$ cat config.mk
export PLATFORM = sky130hd
export DESIGN_NAME = pipe_hazard_ctrl
export DESIGN_NICKNAME = d
export VERILOG_FILES = /design/src/rtl/pipe_hazard_ctrl.sv
export SDC_FILE = /design/constraint.sdc
export NUM_CORES = 1
export LEC_CHECK = 0
export CORE_ASPECT_RATIO = 2
export CORE_MARGIN = 4
export CORE_UTILIZATION = 30
export DETAILED_ROUTE_END_ITERATION = 12
export PLACE_DENSITY_LB_ADDON = 0.08
export RECOVER_POWER = 50
export SLEW_MARGIN = 20
export SYNTH_ARGS = -nofsm -noshare
export SYNTH_HDL_FRONTEND = slang
export SYNTH_SLANG_ARGS = --single-unit
$ cat constraint.sdc
create_clock -name clk -period 5.1 [get_ports clk]
set_clock_uncertainty 0.05 [all_clocks]
set_input_delay 1.275 -clock clk [delete_from_list [all_inputs] [get_ports clk]]
set_output_delay 1.275 -clock clk [all_outputs]
set_load 0.01 [all_outputs]
$ cat src/rtl/pipe_hazard_ctrl.sv
// Hazard sequencer for the 5-stage pipeline: per-stage enable/flush strobes, redirect drain FSM.
// Optional performance counters are built when PIPE_HAZARD_PERF_EN is defined.
module pipe_hazard_ctrl #(
  parameter int REG_AW = 5,
  parameter int PERF_W = 32
) (
  input  logic              clk,
  input  logic              rst,
  input  logic [REG_AW-1:0] id_rs1,
  input  logic [REG_AW-1:0] id_rs2,
  input  logic              id_rs1_used,
  input  logic              id_rs2_used,
  input  logic [REG_AW-1:0] ex_rd,
  input  logic              ex_mem_read,
  input  logic              ex_br_taken,
  input  logic              imem_ready,
  input  logic              dmem_busy,
  output logic              pc_en,
  output logic              pc_sel_redirect,
  output logic              if_id_en,
  output logic              if_id_flush,
  output logic              id_ex_en,
  output logic              id_ex_flush,
  output logic              ex_mem_en,
  output logic              mem_wb_flush,
  output logic [1:0]        ctrl_state,
  output logic [PERF_W-1:0] perf_stall_cnt,
  output logic [PERF_W-1:0] perf_flush_cnt
);

  typedef enum logic [1:0] {
    ST_RUN      = 2'd0,
    ST_MEM_WAIT = 2'd1,
    ST_DRAIN    = 2'd2
  } state_t;

  state_t r_state;
  state_t w_next_state;
  state_t w_eval_state;
  logic   r_pending;
  logic   w_next_pending;
  logic   w_load_use;

  logic w_pc_en;
  logic w_pc_sel_redirect;
  logic w_if_id_en;
  logic w_if_id_flush;
  logic w_id_ex_en;
  logic w_id_ex_flush;
  logic w_ex_mem_en;
  logic w_mem_wb_flush;

  function automatic logic f_load_use(
    input logic              mem_read,
    input logic [REG_AW-1:0] rd,
    input logic [REG_AW-1:0] rs1,
    input logic              rs1_used,
    input logic [REG_AW-1:0] rs2,
    input logic              rs2_used
  );
    return mem_read && (rd != '0) &&
           ((rs1_used && (rs1 == rd)) || (rs2_used && (rs2 == rd)));
  endfunction

  assign w_load_use = f_load_use(ex_mem_read, ex_rd, id_rs1, id_rs1_used,
                                 id_rs2, id_rs2_used);

  always_ff @(posedge clk or posedge rst) begin
    if (rst) begin
      r_state   <= ST_RUN;
      r_pending <= 1'b0;
    end else begin
      r_state   <= w_next_state;
      r_pending <= w_next_pending;
    end
  end

  // Leaving MEM_WAIT, the cycle is evaluated as the state that was interrupted.
  always_comb begin
    case (r_state)
      ST_DRAIN:    w_eval_state = ST_DRAIN;
      ST_MEM_WAIT: w_eval_state = r_pending ? ST_DRAIN : ST_RUN;
      default:     w_eval_state = ST_RUN;
    endcase
  end

  always_comb begin
    w_pc_en           = 1'b1;
    w_pc_sel_redirect = 1'b0;
    w_if_id_en        = 1'b1;
    w_if_id_flush     = 1'b0;
    w_id_ex_en        = 1'b1;
    w_id_ex_flush     = 1'b0;
    w_ex_mem_en       = 1'b1;
    w_mem_wb_flush    = 1'b0;
    w_next_state      = r_state;
    w_next_pending    = r_pending;

    if (dmem_busy) begin
      w_pc_en        = 1'b0;
      w_if_id_en     = 1'b0;
      w_id_ex_en     = 1'b0;
      w_ex_mem_en    = 1'b0;
      w_mem_wb_flush = 1'b1;
      w_next_state   = ST_MEM_WAIT;
      if (r_state != ST_MEM_WAIT)
        w_next_pending = (r_state == ST_DRAIN);
    end else begin
      w_next_pending = 1'b0;
      case (w_eval_state)
        ST_DRAIN: begin
          // PC already holds the target; the late wrong-path response is dropped.
          w_pc_en       = 1'b0;
          w_if_id_flush = 1'b1;
          w_next_state  = imem_ready ? ST_RUN : ST_DRAIN;
        end
        default: begin
          w_next_state = ST_RUN;
          if (ex_br_taken) begin
            w_pc_sel_redirect = 1'b1;
            w_if_id_flush     = 1'b1;
            w_id_ex_flush     = 1'b1;
            if (!imem_ready)
              w_next_state = ST_DRAIN;
          end else if (w_load_use) begin
            w_pc_en       = 1'b0;
            w_if_id_en    = 1'b0;
            w_id_ex_flush = 1'b1;
          end else if (!imem_ready) begin
            w_pc_en       = 1'b0;
            w_if_id_flush = 1'b1;
          end
        end
      endcase
    end
  end

  // Reset forces the safe strobe set asynchronously, independent of the clock.
  assign pc_en           = w_pc_en           & ~rst;
  assign pc_sel_redirect = w_pc_sel_redirect & ~rst;
  assign if_id_en        = w_if_id_en        & ~rst;
  assign if_id_flush     = w_if_id_flush     |  rst;
  assign id_ex_en        = w_id_ex_en        & ~rst;
  assign id_ex_flush     = w_id_ex_flush     |  rst;
  assign ex_mem_en       = w_ex_mem_en       & ~rst;
  assign mem_wb_flush    = w_mem_wb_flush    |  rst;
  assign ctrl_state      = r_state;

`ifdef PIPE_HAZARD_PERF_EN
  logic [PERF_W-1:0] r_stall_cnt;
  logic [PERF_W-1:0] r_flush_cnt;

  function automatic logic [PERF_W-1:0] f_sat_inc(input logic [PERF_W-1:0] v);
    return (&v) ? v : v + PERF_W'(1);
  endfunction

  always_ff @(posedge clk or posedge rst) begin
    if (rst) begin
      r_stall_cnt <= '0;
      r_flush_cnt <= '0;
    end else begin
      if (!w_pc_en)
        r_stall_cnt <= f_sat_inc(r_stall_cnt);
      if (w_pc_sel_redirect)
        r_flush_cnt <= f_sat_inc(r_flush_cnt);
    end
  end

  assign perf_stall_cnt = r_stall_cnt;
  assign perf_flush_cnt = r_flush_cnt;
`else
  assign perf_stall_cnt = '0;
  assign perf_flush_cnt = '0;
`endif

endmodule

[After elaboration in Yosys (flattened, before gate mapping)]
Cells that the tools add are included.
Storage, ports and cells
  flip-flop bits (word level): 3
  logic and storage cells: 54
  input port bits: 23
Operators by class
  bitwise operators: 8
  equality and inequality tests: 7
  mux-type cells: 31
  reduce and logical (&&, ||, !) cells: 6
Operators with widths (number)
  $mux W1: 25
  $eq A5 B5 Y1: 2
  $mux W2: 5
  $reduce_bool A5 Y1: 1
  $and A1 B1 Y1: 4
  $eq A2 B2 Y1 const B: 2
  $logic_and A1 B1 Y1: 4
  $ne A2 B1 Y1 const B: 2
  $pmux W2 S2: 1
  $or A1 B1 Y1: 3
  $eq A2 B1 Y1 const B: 1
  $logic_or A1 B1 Y1: 1
  $not A1 Y1: 1

[Depth between registers and ports, before layout]
Gate-level depths: netlist of the first run.
  word-level depth: 9
  gate-level depth with buffers: 6
  mapped depth without buffers: 6

[Least setup slack after synthesis of the first run]
Ideal clock, no wire load.
  path kind: input -> output
  start point: in ex_rd[1]
  end point: out if_id_flush
  data arrival time: 2.422 ns
  buffers on the path: 0
  cell stages on the path: 4
  slack: 1.353 ns
  required time: 3.775 ns
  path through: or4_4 o21ai_4 nor4_1 a221oi_1
Between the ends
  longest elaborated chain between the ends: 9
  elaborated cells on any way between the ends: 13
  those cells by class: eq/ne (2); mux (4); bitwise (1); reduce/logical (6)
Ends and longest elaborated chain
  from (decl): RTL line 13  | input logic [REG_AW-1:0] ex_rd,
  $eq A5 B5 Y1: RTL line 62  | ((rs1_used && (rs1 == rd)) || (rs2_used && (rs2 == rd)));
  $logic_and A1 B1 Y1: RTL line 62
  $logic_or A1 B1 Y1: RTL line 62
  $logic_and A1 B1 Y1 *: RTL line 61  | return mem_read && (rd != '0) &&
  $mux W1 *: RTL line 125  | end else if (w_load_use) begin
  $mux W1 *: RTL line 119  | if (ex_br_taken) begin
  $mux W1 *: RTL line 110  | case (w_eval_state)
  $mux W1 *: RTL line 99  | if (dmem_busy) begin
  $or A1 B1 Y1 *: RTL line 142  | assign if_id_flush = w_if_id_flush | rst;
  to (decl): RTL line 21  | output logic if_id_flush,
Every way passes the cells marked *; elsewhere a longest branch is shown, timed or not.

[Worst setup path in the final report of the first run]
Ends and elaborated chain as after synthesis.

==> results of run 1 <==
sequential cells by signal, indices dropped and copies added (netlist names):
signal,flops
ctrl_state,2
r_pending,1
cell families after synthesis:
group | count (synthesis) | share of synthesized area, %
AO/OA/AOI/OAI | 8 | 7.29
AND/OR/NAND/NOR | 18 | 11.3
multiplexers | 1 | 1.14
flip-flops | 3 | 8.57
buffers and inverters | 71 | 58.4
XOR/XNOR | 10 | 10.0
other | 1 | 0.428
adder cells (fa/ha/maj) | 2 | 2.86
worst max-delay path, stage by stage:
cell             delay (ps)
clkdlybuf4s50_1         470
or4_4                   570
o21ai_4                 170
nor4_1                   70
a221oi_1                300
clkdlybuf4s50_1         590
power groups by stage:
stage          Clock (uW)  Combinational (uW)  Sequential (uW)
6_report             67.9                73.7             25.5
5_1_grt              72.0                81.2             25.7
4_1_cts              70.0                73.8             25.6
3_5_place_dp            0                73.7             25.9
3_3_place_gp            0                74.0             25.7
2_1_floorplan           0                77.7             26.1
cell type report:
type / count / area (um^2)
repair buffers: 32 / 320
fillers: 310 / 1750
multi-input cells: 103 / 526
well taps: 29 / 36.3
flip-flops and latches: 3 / 75.1
clock buffers: 4 / 45.0
inverters: 5 / 18.8
synth_stat cells (all sizes together) (2+ instances only):
| library cell | n |
|---|---|
| nand2 | 2 |
| inv | 5 |
| nor3 | 3 |
| o21ai | 2 |
| nor2 | 6 |
| nand4 | 2 |
| ha | 2 |
| a21oi | 2 |
| xnor2 | 10 |
| dfrtp | 3 |
| buf | 66 |
how the worst max path moves through the flow:
stage                       end  slack, ps  cells after the start
detailed placement  if_id_flush        330                      6
finish              if_id_flush        340                      6
CTS                 if_id_flush        340                      6
floorplan           if_id_flush       1350                      4
global placement    if_id_flush        360                      6
global route        if_id_flush        190                      6
per-stage QoR:
step	hold slack, ps	util (%)	cell area [um^2]	total power, uW	instances
6_report	517	36.9	1020	167	176
2_1_floorplan	462	-	1110	104	177
5_1_grt	586	36.9	1020	179	176
4_1_cts	524	36.9	1020	169	176
3_5_place_dp	517	35.2	976	99.6	172
3_3_place_gp	485	35.2	976	99.8	172
metal layers:
layer	global-route usage (%)	part of all wire, %
met3	2.58	16
met1	6.57	20
met5	0	0
met2	19.8	64
met4	1.81	0
==> out/qor.csv, run 1 <==
stage;metric;value;unit
global_route;global route overflow;0;
sta;Hold Fails Final Rpt;0;
sta;setup TNS;0;ps
setup_path;worst setup path startpoint;ex_rd[1];
flow_run;Max-cap violations;0;
power;Psw;57.3;uW
setup_path;kind of critical path;in -> out;
sta;Worst Slack Setup Final;340;ps
finish;commonest non-fill, non-tap cell in the layout;conb_1;
sta;Slew Limit Fails;0;
place;Port Buffer Count;32;
floorplanning;Core Region;2770;um^2
clocking;Post-CTS Hold Buffers;0;
finish;Synth-to-Final Area Change;16.6;%
floorplanning;Chip Width;46.2;um
place;gpl congestion;0.752;
finish;layout cells sized above 1;4.08;%
setup_path;WP data arrival;3430;ps
synthesis;Cells after Synth;114;
floorplanning;Die Y-Extent;84.4;um
power;PD cells;164;nW/um^2
finish;n_diodes;0;
place;hpwl dp;1.76;mm
synthesis;Mapped Area;876;um^2
place;Place WS;333;ps
floorplanning;I/O pin total;97;
clocking;H-tree depth;1;
synthesis;asr flop ratio synth;100;%
sta;RSZ-0062 raised after global routing;no;
floorplanning;die area;3900;um^2
synthesis;share of the synthesized area in the top cell type;55.7;%
drt;drt first pass iters;2;
synthesis;Syn Area/Cell;7.68;um^2
setup_path;r2r startpoint;ctrl_state[0];
power;internal power;110;uW
synthesis;Synth Flop Type;dfrtp_1;
power;leakage;0.000506;uW
drt;number of routed nets with antenna violations;0;
setup_path;r2r endpoint;ctrl_state[1];
sta;part of the cycle the worst path needs;93.3;%
drt;Via density;3.62;
global_route;initial antenna violation count;0;
drt;final WL;1.82;mm
drt;number of DRC markers in iteration 0;1;
power;Net Sw Frac;34.3;%
clocking;Resized cells post-CTS;0;
worst_hold_path;Hold WC Path Type;reg -> reg;
global_route;largest net degree at the start of global routing;9;
status;status;complete, no violations;
setup_path;Critical Path Start Type;primary input;
sta;post-layout minimum cycle time;4760;ps
sta;final setup fails;0;
synthesis;largest cells by area after synthesis;buf_4, xnor2_1, dfrtp_1;
worst_hold_path;worst hold path cell count;2;
synthesis;dominant cell type by area after synthesis;buf_4;
power;clock share of power;40.6;%
setup_path;WP data required;3770;ps
drt;via count;637;
synthesis;Distinct cells, synth;25;
global_route;first-pass GRT wire length;2.77;mm
synthesis;Yosys warnings;0;
sta;Highest Clock Rate;210;MHz
setup_path;r2r worst-path depth;5;
power;power share of the combinational group;44.1;%
global_route;Overall Global Routing Usage;9.16;%
worst_hold_path;Hold Crit Start;r_pending;
clocking;Post-CTS Setup Inserts;0;
floorplanning;Initial Util;31.6;%
drt;wire per inst;10.3;um
clocking;worst skew pair latency;210;ps
worst_hold_path;Worst Hold End;r_pending;
synthesis;Post-synth EDFFs;0;
clocking;CTS sink cnt;3;
power;Max VDD drop;0.0725;mV
synthesis;post-synthesis sequential area ratio;8.57;%
finish;fin nets;173;
synthesis;flops & latches, synth;3;
setup_path;r2r setup slk;3790;ps
power;Flop pwr share;15.3;%
global_route;vias in the first global route;648;
clocking;worst-case clock buffer depth;2;
clocking;CTS buffer count;3;
floorplanning;Rows;27;
setup_path;CP Capture Type;primary output;
clocking;Clock Root Buffer;clkbuf_8;
setup_path;Worst Path Max Fanout;4;
clocking;clk slew on worst S/H paths;30;ps
finish;most frequent cells in the layout;conb_1, clkdlybuf4s50_1, xnor2_1;
clocking;CTS tree;yes;
drt;DRC errors left;0;
Power figures use the tool's default switching activity.
==> inputs of run 2 (changes only) <==
SKIP_CTS_REPAIR_TIMING = 1   (was unset)
==> results of run 2 <==
The final DEF is identical to that of run 1; final timing and power are the same.
==> inputs of run 3 (changes only) <==
CAP_MARGIN = 0   (was unset)
HOLD_SLACK_MARGIN = 0.08   (was unset)
==> results of run 3 <==
The final DEF is identical to that of run 1; final timing and power are the same.
